<file path="src/rtl/hilo_muldiv_sequencer_if.sv">
// HI/LO unit bus: instruction decode and operands in, HI/LO state and status out.
interface hilo_muldiv_sequencer_if #(
    parameter int unsigned WIDTH = 32
);
    logic [2:0]       hilo_type;
    logic [1:0]       md_sel;
    logic [WIDTH-1:0] rs_data;
    logic [WIDTH-1:0] rt_data;
    logic [WIDTH-1:0] hi;
    logic [WIDTH-1:0] lo;
    logic [WIDTH-1:0] hilo_rdata;
    logic             stall;
    logic             busy;
    logic             div_zero;

    // Core side: issues HI/LO instructions and supplies register operands.
    modport master (
        output hilo_type, md_sel, rs_data, rt_data,
        input  hi, lo, hilo_rdata, stall, busy, div_zero
    );

    // Unit side.
    modport slave (
        input  hilo_type, md_sel, rs_data, rt_data,
        output hi, lo, hilo_rdata, stall, busy, div_zero
    );
endinterface

</file>
<file path="src/rtl/hilo_muldiv_sequencer.sv">
// Iterative mult/multu/div/divu sequencer owning the HI/LO register pair.
// Operands are converted to magnitudes at start, iterated for WIDTH cycles,
// then sign-corrected in a single FIX cycle before HI/LO are written.
module hilo_muldiv_sequencer #(
    parameter int unsigned WIDTH = 32,
    parameter int unsigned CNT_W = 5
) (
    input logic                    clk,
    input logic                    reset,
    hilo_muldiv_sequencer_if.slave bus
);

    localparam logic [2:0] HtStart = 3'b111;
    localparam logic [2:0] HtMthi  = 3'b101;
    localparam logic [2:0] HtMtlo  = 3'b011;
    localparam logic [2:0] HtMfhi  = 3'b100;
    localparam logic [2:0] HtMflo  = 3'b010;
    localparam logic [2:0] HtNone  = 3'b000;

    localparam logic [CNT_W-1:0] LastCnt = CNT_W'(WIDTH - 1);

    typedef enum logic [1:0] {StIdle, StCalc, StFix} state_e;

    state_e           state_q, state_d;
    logic [CNT_W-1:0] cnt_q, cnt_d;
    // acc: upper product half / partial remainder.
    // acc_lo: multiplier shifting out / dividend shifting out, quotient shifting in.
    logic [WIDTH-1:0] acc_q, acc_d;
    logic [WIDTH-1:0] acc_lo_q, acc_lo_d;
    logic [WIDTH-1:0] op_a_q, op_a_d;
    logic [WIDTH-1:0] op_b_q, op_b_d;
    logic [WIDTH-1:0] hi_q, hi_d;
    logic [WIDTH-1:0] lo_q, lo_d;
    logic             is_div_q, is_div_d;
    logic             neg_a_q, neg_a_d;
    logic             neg_res_q, neg_res_d;
    logic             div_zero_q, div_zero_d;

    // Start-time operand conditioning.
    logic             in_signed;
    logic             rs_neg;
    logic             rt_neg;
    logic [WIDTH-1:0] rs_abs;
    logic [WIDTH-1:0] rt_abs;

    assign in_signed = ~bus.md_sel[0];
    assign rs_neg    = in_signed & bus.rs_data[WIDTH-1];
    assign rt_neg    = in_signed & bus.rt_data[WIDTH-1];
    assign rs_abs    = rs_neg ? (~bus.rs_data + 1'b1) : bus.rs_data;
    assign rt_abs    = rt_neg ? (~bus.rt_data + 1'b1) : bus.rt_data;

    // Iteration datapath.
    logic [WIDTH:0]     mul_sum;
    logic [WIDTH:0]     div_shift;
    logic [WIDTH:0]     div_diff;
    logic [2*WIDTH-1:0] prod;
    logic [2*WIDTH-1:0] prod_fix;

    assign mul_sum   = {1'b0, acc_q} + (acc_lo_q[0] ? {1'b0, op_a_q} : {(WIDTH+1){1'b0}});
    assign div_shift = {acc_q, acc_lo_q[WIDTH-1]};
    // Bit WIDTH set means the trial subtraction borrowed: restore.
    assign div_diff  = div_shift - {1'b0, op_b_q};
    assign prod      = {acc_q, acc_lo_q};
    assign prod_fix  = neg_res_q ? (~prod + 1'b1) : prod;

    // State and datapath registers; synchronous active-low reset aborts any sequence.
    always_ff @(posedge clk) begin
        if (!reset) begin
            state_q    <= StIdle;
            cnt_q      <= '0;
            acc_q      <= '0;
            acc_lo_q   <= '0;
            op_a_q     <= '0;
            op_b_q     <= '0;
            hi_q       <= '0;
            lo_q       <= '0;
            is_div_q   <= 1'b0;
            neg_a_q    <= 1'b0;
            neg_res_q  <= 1'b0;
            div_zero_q <= 1'b0;
        end else begin
            state_q    <= state_d;
            cnt_q      <= cnt_d;
            acc_q      <= acc_d;
            acc_lo_q   <= acc_lo_d;
            op_a_q     <= op_a_d;
            op_b_q     <= op_b_d;
            hi_q       <= hi_d;
            lo_q       <= lo_d;
            is_div_q   <= is_div_d;
            neg_a_q    <= neg_a_d;
            neg_res_q  <= neg_res_d;
            div_zero_q <= div_zero_d;
        end
    end

    // Next-state: instruction decode in IDLE, one iteration per CALC cycle, sign fix in FIX.
    always_comb begin
        state_d    = state_q;
        cnt_d      = cnt_q;
        acc_d      = acc_q;
        acc_lo_d   = acc_lo_q;
        op_a_d     = op_a_q;
        op_b_d     = op_b_q;
        hi_d       = hi_q;
        lo_d       = lo_q;
        is_div_d   = is_div_q;
        neg_a_d    = neg_a_q;
        neg_res_d  = neg_res_q;
        div_zero_d = 1'b0;

        case (state_q)
            StIdle: begin
                case (bus.hilo_type)
                    HtStart: begin
                        is_div_d  = bus.md_sel[1];
                        neg_a_d   = rs_neg;
                        neg_res_d = rs_neg ^ rt_neg;
                        op_a_d    = rs_abs;
                        op_b_d    = rt_abs;
                        acc_d     = '0;
                        acc_lo_d  = bus.md_sel[1] ? rs_abs : rt_abs;
                        cnt_d     = '0;
                        state_d   = StCalc;
                    end
                    HtMthi:  hi_d = bus.rs_data;
                    HtMtlo:  lo_d = bus.rs_data;
                    default: ;
                endcase
            end
            StCalc: begin
                cnt_d = cnt_q + CNT_W'(1);
                if (is_div_q) begin
                    if (!div_diff[WIDTH]) begin
                        acc_d    = div_diff[WIDTH-1:0];
                        acc_lo_d = {acc_lo_q[WIDTH-2:0], 1'b1};
                    end else begin
                        acc_d    = div_shift[WIDTH-1:0];
                        acc_lo_d = {acc_lo_q[WIDTH-2:0], 1'b0};
                    end
                end else begin
                    acc_d    = mul_sum[WIDTH:1];
                    acc_lo_d = {mul_sum[0], acc_lo_q[WIDTH-1:1]};
                end
                if (cnt_q == LastCnt) begin
                    state_d = StFix;
                end
            end
            StFix: begin
                if (!is_div_q) begin
                    hi_d = prod_fix[2*WIDTH-1:WIDTH];
                    lo_d = prod_fix[WIDTH-1:0];
                end else if (op_b_q == '0) begin
                    // Divide by zero: all-ones quotient, original dividend as remainder.
                    lo_d       = '1;
                    hi_d       = neg_a_q ? (~op_a_q + 1'b1) : op_a_q;
                    div_zero_d = 1'b1;
                end else begin
                    lo_d = neg_res_q ? (~acc_lo_q + 1'b1) : acc_lo_q;
                    hi_d = neg_a_q ? (~acc_q + 1'b1) : acc_q;
                end
                state_d = StIdle;
            end
            default: state_d = StIdle;
        endcase
    end

    // Read mux for mfhi/mflo; everything else reads as zero.
    always_comb begin
        bus.hilo_rdata = '0;
        case (bus.hilo_type)
            HtMfhi:  bus.hilo_rdata = hi_q;
            HtMflo:  bus.hilo_rdata = lo_q;
            default: bus.hilo_rdata = '0;
        endcase
    end

    assign bus.hi       = hi_q;
    assign bus.lo       = lo_q;
    assign bus.busy     = (state_q != StIdle);
    assign bus.stall    = (state_q != StIdle) && (bus.hilo_type != HtNone);
    assign bus.div_zero = div_zero_q;

endmodule

</file>
<file path="src/flat_wrapper.sv">
// flat-port wrapper written by rule: the top's interface ports become plain ports
module hilo_muldiv_sequencer_flat 
#(
    parameter int unsigned WIDTH = 32,
    parameter int unsigned CNT_W = 5
)
  (clk, reset, bus_hilo_type, bus_md_sel, bus_rs_data, bus_rt_data, bus_hi, bus_lo, bus_hilo_rdata, bus_stall, bus_busy, bus_div_zero);
  hilo_muldiv_sequencer_if #(.WIDTH(WIDTH)) bus_i ();
  input logic clk;
  input logic reset;
  input wire logic [$bits(bus_i.hilo_type)-1:0] bus_hilo_type;
  input wire logic [$bits(bus_i.md_sel)-1:0] bus_md_sel;
  input wire logic [$bits(bus_i.rs_data)-1:0] bus_rs_data;
  input wire logic [$bits(bus_i.rt_data)-1:0] bus_rt_data;
  output wire logic [$bits(bus_i.hi)-1:0] bus_hi;
  output wire logic [$bits(bus_i.lo)-1:0] bus_lo;
  output wire logic [$bits(bus_i.hilo_rdata)-1:0] bus_hilo_rdata;
  output wire logic [$bits(bus_i.stall)-1:0] bus_stall;
  output wire logic [$bits(bus_i.busy)-1:0] bus_busy;
  output wire logic [$bits(bus_i.div_zero)-1:0] bus_div_zero;
  assign bus_i.hilo_type = bus_hilo_type;
  assign bus_i.md_sel = bus_md_sel;
  assign bus_i.rs_data = bus_rs_data;
  assign bus_i.rt_data = bus_rt_data;
  assign bus_hi = bus_i.hi;
  assign bus_lo = bus_i.lo;
  assign bus_hilo_rdata = bus_i.hilo_rdata;
  assign bus_stall = bus_i.stall;
  assign bus_busy = bus_i.busy;
  assign bus_div_zero = bus_i.div_zero;
  hilo_muldiv_sequencer #(.WIDTH(WIDTH), .CNT_W(CNT_W)) u_core (.clk(clk), .reset(reset), .bus(bus_i));
endmodule
</file>
<file path="config.mk">
export PLATFORM = sky130hd
export DESIGN_NAME = hilo_muldiv_sequencer_flat
export DESIGN_NICKNAME = d
export VERILOG_FILES = /design/src/rtl/hilo_muldiv_sequencer_if.sv /design/src/rtl/hilo_muldiv_sequencer.sv /design/src/flat_wrapper.sv
export SDC_FILE = /design/constraint.sdc
export NUM_CORES = 1
export LEC_CHECK = 0
export BUFFER_PORTS_ARGS = -buffer_cell sky130_fd_sc_hd__buf_2
export CAP_MARGIN = 20
export CELL_PAD_IN_SITES_DETAIL_PLACEMENT = 1
export CELL_PAD_IN_SITES_GLOBAL_PLACEMENT = 1
export CORE_ASPECT_RATIO = 2
export CORE_MARGIN = 4
export CORE_UTILIZATION = 45
export CTS_CLUSTER_SIZE = 30
export DETAILED_ROUTE_END_ITERATION = 16
export PLACE_DENSITY_LB_ADDON = 0.1
export SYNTH_ARGS = -nofsm -noshare
export SYNTH_HDL_FRONTEND = slang
export SYNTH_SLANG_ARGS = --single-unit
</file>
<file path="constraint.sdc">
create_clock -name clk -period 4.75 [get_ports clk]
set_clock_uncertainty 0.05 [all_clocks]
set_input_delay 0.95 -clock clk [delete_from_list [all_inputs] [get_ports clk]]
set_output_delay 0.95 -clock clk [all_outputs]
set_load 0.02 [all_outputs]
</file>
---- Word-level counts from Yosys, hierarchy flattened ----
Cells that the tools add are included.
word-level totals
  flip-flop bits (word level) ............. 203
cells by class
  $add $sub $neg .......................... 9
  equality and inequality tests ........... 12
  muxes and demuxes ....................... 31
  bitwise operators ....................... 10
  reductions and logical operators ........ 13
operators by type and width
  kind                     number
  $mux W32                 18
  $pmux W32 S2             5
  $add A32 B1 Y32 const B  5
  $not A32 Y32             5
  $add A64 B1 Y64 const B  1
  $mux W64                 1
  $not A64 Y64             1
  $add A32 B33 Y33         1
  $sub A33 B32 Y33         1
  $logic_not A32 Y1        1
  $pmux W5 S2              1
  $reduce_and A2 Y1        5
  $eq A3 B3 Y1 const B     3
  $eq A3 B2 Y1 const B     2
  $ne A2 B2 Y1 const B     3
  $reduce_bool A2 Y1       3
  $add A5 B1 Y5 const B    1
  $eq A5 B5 Y1 const B     1
  $mux W5                  1
  $mux W2                  2
  $pmux W2 S2              1
  $reduce_and A3 Y1        1
  $reduce_bool A3 Y1       1
  $and A1 B1 Y1            2
  other kinds (8)          9

---- Depth between registers and ports, before layout ----
  word-level depth ........................ 6
  mapped depth ............................ 16

---- Worst setup path after synthesis ----
Ideal clock, no wire load.
  path type ............................... reg-to-reg
  start ................................... register u_core.acc_lo_q[31]
  end ..................................... register u_core.acc_q[27]
  library setup time ...................... 122 ps
  data arrival time ....................... 3162 ps
  required time ........................... 4578 ps
  path slack .............................. 1416 ps
  stages on the path, launching flop included .. 14
  path buffers ............................ 1
  clock period less this slack ............ 3334 ps
  cells stage by stage .................... dfxtp_1 > inv_1 > ha_1 > fa_1 > nand2b_1 > a21oi_1 > o21ai_1 > o211a_1 > nor4b_2 > or3_1 > clkbuf_1 > nand2_1 > or4_1 > nor2b_1
on the way
  word-level cells in the longest chain between the ends .. 4
RTL lines
  what                    line                          RTL
  start, declared         hilo_muldiv_sequencer.sv:29   logic [WIDTH-1:0] acc_lo_q, acc_lo_d;
  start signal, assigned  hilo_muldiv_sequencer.sv:85   acc_lo_q <= acc_lo_d;
  $sub A33 B32 Y33        hilo_muldiv_sequencer.sv:62   assign div_diff = div_shift - {1'b0, op_b_q};
  $mux W32                hilo_muldiv_sequencer.sv:134  if (!div_diff[WIDTH]) begin
  $mux W32                hilo_muldiv_sequencer.sv:133  if (is_div_q) begin
  $pmux W32 S2            hilo_muldiv_sequencer.sv:112  case (state_q)
  end signal, assigned    hilo_muldiv_sequencer.sv:71   acc_q <= '0;
  end signal, assigned    hilo_muldiv_sequencer.sv:84   acc_q <= acc_d;
  end, declared           hilo_muldiv_sequencer.sv:28   logic [WIDTH-1:0] acc_q, acc_d;
No other way between the ends.
A chain may end at the register's enable or synchronous reset.

---- Worst setup path after layout ----
  start ................................... register u_core.acc_lo_q[31]
  end ..................................... register u_core.acc_q[29]
Same word-level chain as after synthesis.

==> flow_summary.toml <==
[floorplanning]
rows = 101
start_util_pct = 45.8
die_w_microns = 147
io_pins = 170
die_h_microns = 287
core_area_sq_um = 38200
die-area_sq_um = 42300

[run]
drv_cap = 0

[clocking]
path_clk_slew_ns = 0.07
cts_tree = "done"
postCtsSetupRepairBufs = 0
insertion_delay_ns = 0.53
clk_path_buf_depth = 3
htree_levels = 1
root_buffer = "clkbuf_16"
post_cts_resized = 0
cts_inserted_buffers = 21
postCtsHoldBufs = 0
cts.sinks = 203

[setup_path]
crit_slowest_cell = "nor2_2"
r2r_end = "u_core.acc_q[29]"
worst_ep_arrival_time_ns = 4.43
path_cells = "inv_1, ha_1, fa_1, nand2b_1, a21oi_1, o21ai_1, o211a_1, nor4b_2, nor3_1, nor2_2, buf_4, o311ai_0, a221oi_1"
crit_start = "u_core.acc_lo_q[31]"
cp_slowest_stage_delay_ns = 0.43
required_ns = 5.13
cp_num_buf_inv = 2
critical-path-top-delay-family = "simple AND/OR/NAND/NOR gates"
reg2reg_from = "u_core.acc_lo_q[31]"
worstPathMaxFanout = 21
rr_worst_depth = 13
critical_path_class = "reg2reg"
reg2reg_slack_ns = 0.70
critPathCapture = "u_core.acc_q[29]"
cp_num_cells = 13
cp-start-kind = "register"
critPathCaptureType = "register"

[final_layout]
drive_gt1_share_pct = 12.6
diodes = 0
area.growth.synth_to_final_pct = 10.7
fillCellCount = 4873
fin_util_pct = 50.7
fin_nets = 2512

[routing]
drcViolationCount = 0
detail_route.wl_per_cell_microns = 29.8
vias_per_cell = 6.62
drt_wl_total_mm = 86.3
ant_nets = 0
drtIter0Drc = 1442
vias = 19200
dr.pass1.iters = 5

[timing]
fin_crit_sh_pct = 85.4
rsz0062_at_grt = "no"
fmax_ghz = 0.247
hold_viol = 0
slew_violations = 0
tightestPinTransition_ns = 1.16
period_needed_ns = 4.05
setup_viol = 0
slew_headroom_pct = 21.9
tns_ns = 0

[yosys]
synth_top_area_share_pct = 23.2
ys_seq_area_share_pct = 23.2
synth_edf_count = 0
syn_area_sq_um = 17500
yosysWarnings = 0
synthFlopType = "dfxtp_1"
async_flop_share_pct = 0
synth.area.top_cells = "dfxtp_1, mux2i_1, xor2_1, a211oi_1, xnor2_1"
synth_area_leader_cell = "dfxtp_1"
synth_commonest_cells = "nor2_1, dfxtp_1, nand2_1, clkbuf_1, o21ai_0"
synth_cell_type_count = 84
synth.most_common_cell = "nor2_1"
avgSynthCellArea_sq_um = 7.58
ys_ff_latch = 203
syn_nets = 2452
synthCells = 2308

[placement]
gp_congestion = 1.03
portBuffers = 169
place.detailed.hpwl_mm = 68.4

[global_routing]
antenna_found_initial = 1
grt.overflow.total = 0
track_usage_pct = 39.2
grt_first_pass_wirelength_mm = 125
grt_max_degree = 80
grt_pass1_vias = 19600

[power_and_ir_drop]
powerDensity_nw_per_um2 = 256
p_leak_nw = 7.73
ir_drop_uv = 299

[status]
outcome = "finished, final reports clean"

[worst_hold_path]
hp-class = "reg2reg"
min_from = "u_core.cnt_q[3]"
## per-layer routing
layer	share of wire [%]	global-route usage, %	up-vias	routed length (microns)
li1	-	-	8569	-
met1	34	38.7	9462	28900
met2	49	68.4	778	42200
met3	5.0	4.88	356	4290
met4	13	39.8	2	10800
met5	0.015	0	-	13
## worst min-delay path by stage
stage                        to  depth (start not counted)
2_1_floorplan   u_core.cnt_q[3]                          1
3_3_place_gp    u_core.cnt_q[3]                          1
3_5_place_dp    u_core.cnt_q[3]                          1
4_1_cts         u_core.cnt_q[3]                          1
5_1_grt        u_core.op_b_q[0]                          2
6_report        u_core.cnt_q[3]                          1
## layout by cell type (no fill, tap or decap), types with 41 or more instances in the layout
cell,Yosys,layout
a211oi_1,127,127
a21oi_1,146,146
buf_2,12,169
buf_4,1,47
dfxtp_1,203,200
ha_1,71,71
inv_1,64,64
mux2i_1,111,111
nand2_1,195,195
nand3_1,42,42
nor2_1,210,207
nor3_1,48,45
o21ai_0,148,148
o221ai_1,41,41
xnor2_1,107,107
xor2_1,115,115
## registers in the layout, indices dropped and copies added, names as in the netlist
register / flops
u_core.bus.lo: 32
u_core.op_a_q: 32
u_core.bus.hi: 32
u_core.acc_lo_q: 32
u_core.acc_q: 32
u_core.bus.div_zero: 1
u_core.neg_a_q: 1
u_core.cnt_q: 5
u_core.neg_res_q: 1
u_core.is_div_q: 1
u_core.op_b_q: 32
u_core.state_q: 2
## final cells by class
class,count,area [sq um],area share (%)
flip-flops and latches,203,4070,21.0
well taps,515,644,3.33
inverters,66,249,1.29
repair buffers,216,1200,6.19
multi-input cells,1860,12500,64.6
clock buffers,29,616,3.18
clock inverters,6,68.8,0.355
## where the power goes
| part | internal (mW) | switching [mW] | leakage, nW |
|---|---|---|---|
| clock | 0.962 | 0.764 | 0.336 |
| combinational | 0.427 | 0.895 | 5.74 |
| sequential | 1.77 | 0.130 | 1.65 |
## kinds of logic (layout without fill, tap and decap cells)
family	after synthesis	after routing	share of synthesized area, %
compound gates	726	726	27.8
fa+ha+maj	73	73	5.31
simple gates	720	720	20.1
flops	203	203	23.2
buf+inv	245	317	5.49
xor+xnor	222	222	11.1
mux	119	119	6.93
## stage by stage
| stage | power, mW | hold WS [ns] | std cells | setup WS, ns | cell area [sq um] |
|---|---|---|---|---|---|
| 2_1_floorplan | 2.70 | 0.374 | 2308 | 1.42 | 17500 |
| 4_1_cts | 4.92 | 0.430 | 2895 | 0.717 | 19400 |
| 3_5_place_dp | 3.21 | 0.421 | 2860 | 0.786 | 18700 |
| 3_3_place_gp | 3.19 | 0.392 | 2860 | 0.890 | 18700 |
| 6_report | 4.95 | 0.436 | 2895 | 0.695 | 19400 |
| 5_1_grt | 5.10 | 0.463 | 2895 | 0.439 | 19400 |
(Power assumes the default switching activity.)
